File: config.mk
export PLATFORM = sky130hd
export DESIGN_NAME = i2c_master_write_byte
export DESIGN_NICKNAME = d
export VERILOG_FILES = /design/src/rtl/i2c_master_write_byte.sv
export SDC_FILE = /design/constraint.sdc
export NUM_CORES = 1
export LEC_CHECK = 0
export BUFFER_PORTS_ARGS = -buffer_cell sky130_fd_sc_hd__buf_2
export CAP_MARGIN = 20
export CORE_UTILIZATION = 31
export DETAILED_ROUTE_END_ITERATION = 12
export PLACE_DENSITY = 0.57
export SYNTH_ARGS = -nofsm -noshare
export SYNTH_HDL_FRONTEND = slang
export SYNTH_SLANG_ARGS = --single-unit
File: constraint.sdc
create_clock -name clock -period 4.5 [get_ports clock]
set_input_delay 0.45 -clock clock [delete_from_list [all_inputs] [get_ports clock]]
set_output_delay 0.45 -clock clock [all_outputs]
set_load 0.005 [all_outputs]
File: src/rtl/i2c_master_write_byte.sv
// Master-side I2C byte transmitter. It sends one latched byte MSB-first
// on eight SCL pulses, releases SDA for a ninth pulse to sample the
// slave's ACK, and then pulses finish. START/STOP and bus muxing belong
// to the surrounding controller.
module i2c_master_write_byte #(
    parameter int unsigned CLK_DIV = 4
) (
    input  logic       clock,
    input  logic       reset,
    input  logic       go,
    input  logic [7:0] data_in,
    input  logic       sda_i,
    output logic       scl,
    output logic       sda_o,
    output logic       finish,
    output logic       ack_ok
);

    localparam int unsigned QW = (CLK_DIV > 1) ? $clog2(CLK_DIV) : 1;

    typedef enum logic [2:0] {
        IDLE  = 3'd0,
        SHIFT = 3'd1,
        ACK   = 3'd2,
        DONE  = 3'd3,
        HOLD  = 3'd4
    } state_t;

    state_t          state_q, state_d;
    logic [QW-1:0]   qcnt_q, qcnt_d;
    logic [1:0]      phase_q, phase_d;
    logic [2:0]      bit_cnt_q, bit_cnt_d;
    logic [7:0]      shift_q, shift_d;
    logic            scl_q, scl_d;
    logic            sda_o_q, sda_o_d;
    logic            finish_q, finish_d;
    logic            ack_ok_q, ack_ok_d;

    // Bit-period timing helpers: last clock of a quarter, next phase, end of a bit.
    logic       q_last;
    logic [1:0] nphase;
    logic       bit_end;

    assign q_last  = (qcnt_q == QW'(CLK_DIV - 1));
    assign nphase  = q_last ? 2'(phase_q + 2'd1) : phase_q;
    assign bit_end = q_last && (phase_q == 2'd3);

    // State and datapath registers with asynchronous reset.
    always_ff @(posedge clock or posedge reset) begin
        if (reset) begin
            state_q   <= IDLE;
            qcnt_q    <= '0;
            phase_q   <= '0;
            bit_cnt_q <= '0;
            shift_q   <= '0;
            scl_q     <= 1'b0;
            sda_o_q   <= 1'b1;
            finish_q  <= 1'b0;
            ack_ok_q  <= 1'b0;
        end else begin
            state_q   <= state_d;
            qcnt_q    <= qcnt_d;
            phase_q   <= phase_d;
            bit_cnt_q <= bit_cnt_d;
            shift_q   <= shift_d;
            scl_q     <= scl_d;
            sda_o_q   <= sda_o_d;
            finish_q  <= finish_d;
            ack_ok_q  <= ack_ok_d;
        end
    end

    // Next-state and next-output logic; SDA only moves at the start of phase 0.
    always_comb begin
        state_d   = state_q;
        qcnt_d    = qcnt_q;
        phase_d   = phase_q;
        bit_cnt_d = bit_cnt_q;
        shift_d   = shift_q;
        scl_d     = scl_q;
        sda_o_d   = sda_o_q;
        finish_d  = 1'b0;
        ack_ok_d  = ack_ok_q;

        case (state_q)
            IDLE: begin
                scl_d   = 1'b0;
                sda_o_d = 1'b1;
                qcnt_d  = '0;
                phase_d = '0;
                if (go) begin
                    shift_d   = data_in;
                    bit_cnt_d = 3'd7;
                    ack_ok_d  = 1'b0;
                    sda_o_d   = data_in[7];
                    state_d   = SHIFT;
                end
            end

            SHIFT, ACK: begin
                if (!go) begin
                    // Abort: drop the bus back to idle levels without finishing.
                    state_d = IDLE;
                    scl_d   = 1'b0;
                    sda_o_d = 1'b1;
                    qcnt_d  = '0;
                    phase_d = '0;
                end else begin
                    qcnt_d  = q_last ? '0 : QW'(qcnt_q + QW'(1));
                    phase_d = nphase;
                    scl_d   = nphase[1];
                    if (state_q == SHIFT) begin
                        if (bit_end) begin
                            shift_d   = {shift_q[6:0], 1'b0};
                            bit_cnt_d = 3'(bit_cnt_q - 3'd1);
                            if (bit_cnt_q == 3'd0) begin
                                state_d = ACK;
                                sda_o_d = 1'b1;
                            end else begin
                                sda_o_d = shift_q[6];
                            end
                        end
                    end else begin
                        if (q_last && (phase_q == 2'd2)) begin
                            ack_ok_d = ~sda_i;
                        end
                        if (bit_end) begin
                            state_d  = DONE;
                            finish_d = 1'b1;
                            scl_d    = 1'b0;
                            sda_o_d  = 1'b1;
                        end
                    end
                end
            end

            DONE: begin
                scl_d   = 1'b0;
                sda_o_d = 1'b1;
                state_d = HOLD;
            end

            HOLD: begin
                scl_d   = 1'b0;
                sda_o_d = 1'b1;
                if (!go) begin
                    state_d = IDLE;
                end
            end

            default: begin
                state_d = IDLE;
                scl_d   = 1'b0;
                sda_o_d = 1'b1;
            end
        endcase
    end

    assign scl    = scl_q;
    assign sda_o  = sda_o_q;
    assign finish = finish_q;
    assign ack_ok = ack_ok_q;

endmodule

==> impl_metrics.env <==
export IMPL_synthFlopType="dfrtp_1"
export IMPL_via_count=920
export IMPL_rsz0062_at_grt="false"
export IMPL_layout_drive_gt1_share=0.213
export IMPL_drv_cap=0
export IMPL_cts_repair_resized=0
export IMPL_synthDistinctLibCells=45
export IMPL_post_route_period_util=0.409
export IMPL_wl_per_cell_um=13.4
export IMPL_cts_tree="done"
export IMPL_die_w_um=64.1
export IMPL_ys_ff_latch=21
export IMPL_clk_insertion_delay_late_ns=0.26
export IMPL_ioPinCount=16
export IMPL_clk_pin_slew_ns=0.08
export IMPL_synth_area_leader_cell="dfrtp_1"
export IMPL_crit_path_end_kind="register"
export IMPL_die_area_sq_um=4100
export IMPL_cts_buffer_depth=2
export IMPL_muxShareOfSynthArea=0.0178
export IMPL_fin_setup_tns_ns=0
export IMPL_critPathLaunchType="register"
export IMPL_cts_hold_buf=0
export IMPL_syn_area_per_cell_sq_um=10.3
export IMPL_hold_path_class="input port to asynchronous set/reset pin"
export IMPL_ant_nets=0
export IMPL_postCtsSetupRepairBufs=0
export IMPL_remaining_drc_errors=0
export IMPL_tightest_slew_ns=0.812
export IMPL_ys_seq_area_frac=0.441
export IMPL_synth_fa_ha_area_frac=0.0524
export IMPL_area_delta_synth_final_pct=9.54
export IMPL_synth_most_common_cell="dfrtp_1"
export IMPL_antenna_found_initial=0
export IMPL_setup_violations=0
export IMPL_max_slew_margin=0.458
export IMPL_min_period_ns=1.84
export IMPL_drtIter0Drc=41
export IMPL_firstDrtPassIters=4
export IMPL_synthTopCellsByCount="20 x dfrtp_1, 11 x a21oi_1, 8 x inv_1, 7 x a31oi_1, 7 x o21ai_0"
export IMPL_dpl_hpwl_um=1630
export IMPL_synth_top_family_by_area="compound AO/OA/AOI/OAI gates"
export IMPL_synth_edf_count=0
export IMPL_start_util=0.324
export IMPL_power_per_cell_area_nw_per_um2=296
export IMPL_critPathMaxFanout=21
export IMPL_clock_sinks=21
export IMPL_gr_usage_all_layers=0.127
export IMPL_required_ns=4.69
export IMPL_syn_area_sq_um=1190
export IMPL_finalInstanceArea_sq_um=1310
export IMPL_irDropWorstVdd_mv=0.158
export IMPL_globalplace_congestion=0.822
export IMPL_portBuffers=15
export IMPL_yosys_area_share_simple=0.151
export IMPL_worst_setup_path_type="register to register"
export IMPL_synth_compound_area_frac=0.236
export IMPL_status="finished, final reports clean"
export IMPL_synthCells=116
export IMPL_arrival_ns=2.03
export IMPL_yosys_warnings=0
export IMPL_core_sq_um=3690
export IMPL_htreeDepth=1
export IMPL_grt_max_degree=22
export IMPL_synth_area_leaders="dfrtp_1 42%, ha_1 5.2%, a21oi_1 4.6%"
export IMPL_finalHoldViolCount=0
export IMPL_grt_pass1_vias=837
export IMPL_placed_area_sq_um=1250
export IMPL_num_antenna_cells=0
export IMPL_numCtsBuffers=3
export IMPL_cts_root_buf="clkbuf_8"
export IMPL_finClkSkew_ns=0.00612
export IMPL_seq_area_sq_um=527
export IMPL_row_count=22
export IMPL_grt_pass1_wl_um=4060
export IMPL_max_freq_ghz=0.543
export IMPL_num_fill_cells=386
export IMPL_drt_wl_total_um=2350
export IMPL_dieHeight_um=64.1
export IMPL_viasPerCell=5.26
export IMPL_drv_slew=0
export IMPL_nets=145
export IMPL_ys_async_sr_fraction=1.00
export IMPL_leakage_nw=0.610
export IMPL_synth_xor_area_frac=0.0147
export IMPL_netlist_area_leader_share=0.419
export IMPL_syn_nets=133
export IMPL_multi_input_area_sq_um=563
export IMPL_grt_ovfl_total=0
==> worst max-delay path, cell delays in order (launching register included) <==
cell and delay (ns):
dfrtp_1 0.60, nor3b_2 0.67, and2_4 0.32, mux2i_1 0.19
==> sequential cells by signal, indices dropped and copies added, names as in the netlist <==
| signal | cells |
|---|---|
| bit_cnt_q | 3 |
| sda_o | 1 |
| qcnt_q | 2 |
| state_q | 3 |
| finish | 1 |
| shift_q | 7 |
| scl | 1 |
| ack_ok | 1 |
| phase_q | 2 |
==> layout make-up <==
cell class | count | area share
Multi-Input combinational cell | 78 | 0.431
Tap cell | 48 | 0.0459
Timing Repair Buffer | 16 | 0.0632
Inverter | 8 | 0.0230
Sequential cell | 21 | 0.403
Clock buffer | 4 | 0.0344
==> per-stage QoR <==
step                power [mW]  setup WS [ns]  hold WS, ns  cells  utilization
floorplan                0.254           3.02        0.426    116            -
global placement         0.266           2.53        0.466    170        0.340
detailed placement       0.267           2.45        0.472    170        0.340
CTS                      0.392           2.48        0.367    174        0.352
global route             0.410           2.48        0.416    175        0.354
finish                   0.387           2.66        0.335    175        0.354
==> cells by family after synthesis <==
| family | after synthesis |
|---|---|
| adder cells (fa/ha/maj) | 5 |
| buffers and inverters | 17 |
| AND/OR/NAND/NOR | 27 |
| AO/OA/AOI/OAI | 42 |
| multiplexers | 2 |
| flip-flops | 21 |
| XOR/XNOR | 2 |
==> worst paths after layout <==
kind                                endpoint  cells past startpoint  slack, ns         start
worst max-delay path              shift_q[0]                      3       2.66    state_q[2]
worst min-delay path              shift_q[0]                      2       0.34         reset
worst max register to register    shift_q[0]                      3       2.66    state_q[2]
worst min register to register  bit_cnt_q[0]                      1       0.48  bit_cnt_q[0]
max in group asynchronous       bit_cnt_q[2]                      2       3.66         reset
min in group clock                shift_q[0]                      3       0.45    data_in[0]
==> where the power goes <==
part | total [mW] | switching [mW] | internal [mW]
registers | 0.214 | 0.00969 | 0.204
logic | 0.0508 | 0.0268 | 0.0239
clock network | 0.123 | 0.0601 | 0.0630
==> routing by layer <==
| metal | GRT usage | share of wire | up-vias |
|---|---|---|---|
| met3 | 0.0232 | 0.050 | 2 |
| met1 | 0.184 | 0.48 | 439 |
| met4 | 0.0511 | 0.015 | 0 |
| met2 | 0.185 | 0.46 | 34 |
| met5 | 0 | 0 | - |
| li1 | - | - | 445 |
==> placed cells by master (no fill, tap or decap), types with 2 or more instances in the layout <==
| cell | count |
|---|---|
| ha_1 | 5 |
| a2bb2oi_1 | 2 |
| a31oi_1 | 7 |
| inv_1 | 8 |
| nor2_1 | 4 |
| o22a_1 | 2 |
| a21oi_1 | 11 |
| buf_2 | 15 |
| nand3b_1 | 5 |
| nand4_1 | 2 |
| clkbuf_8 | 3 |
| nor3b_1 | 3 |
| o211ai_1 | 2 |
| dfrtp_1 | 20 |
| nand2_1 | 2 |
| o21ai_0 | 7 |
Power figures use the tool's default switching activity.
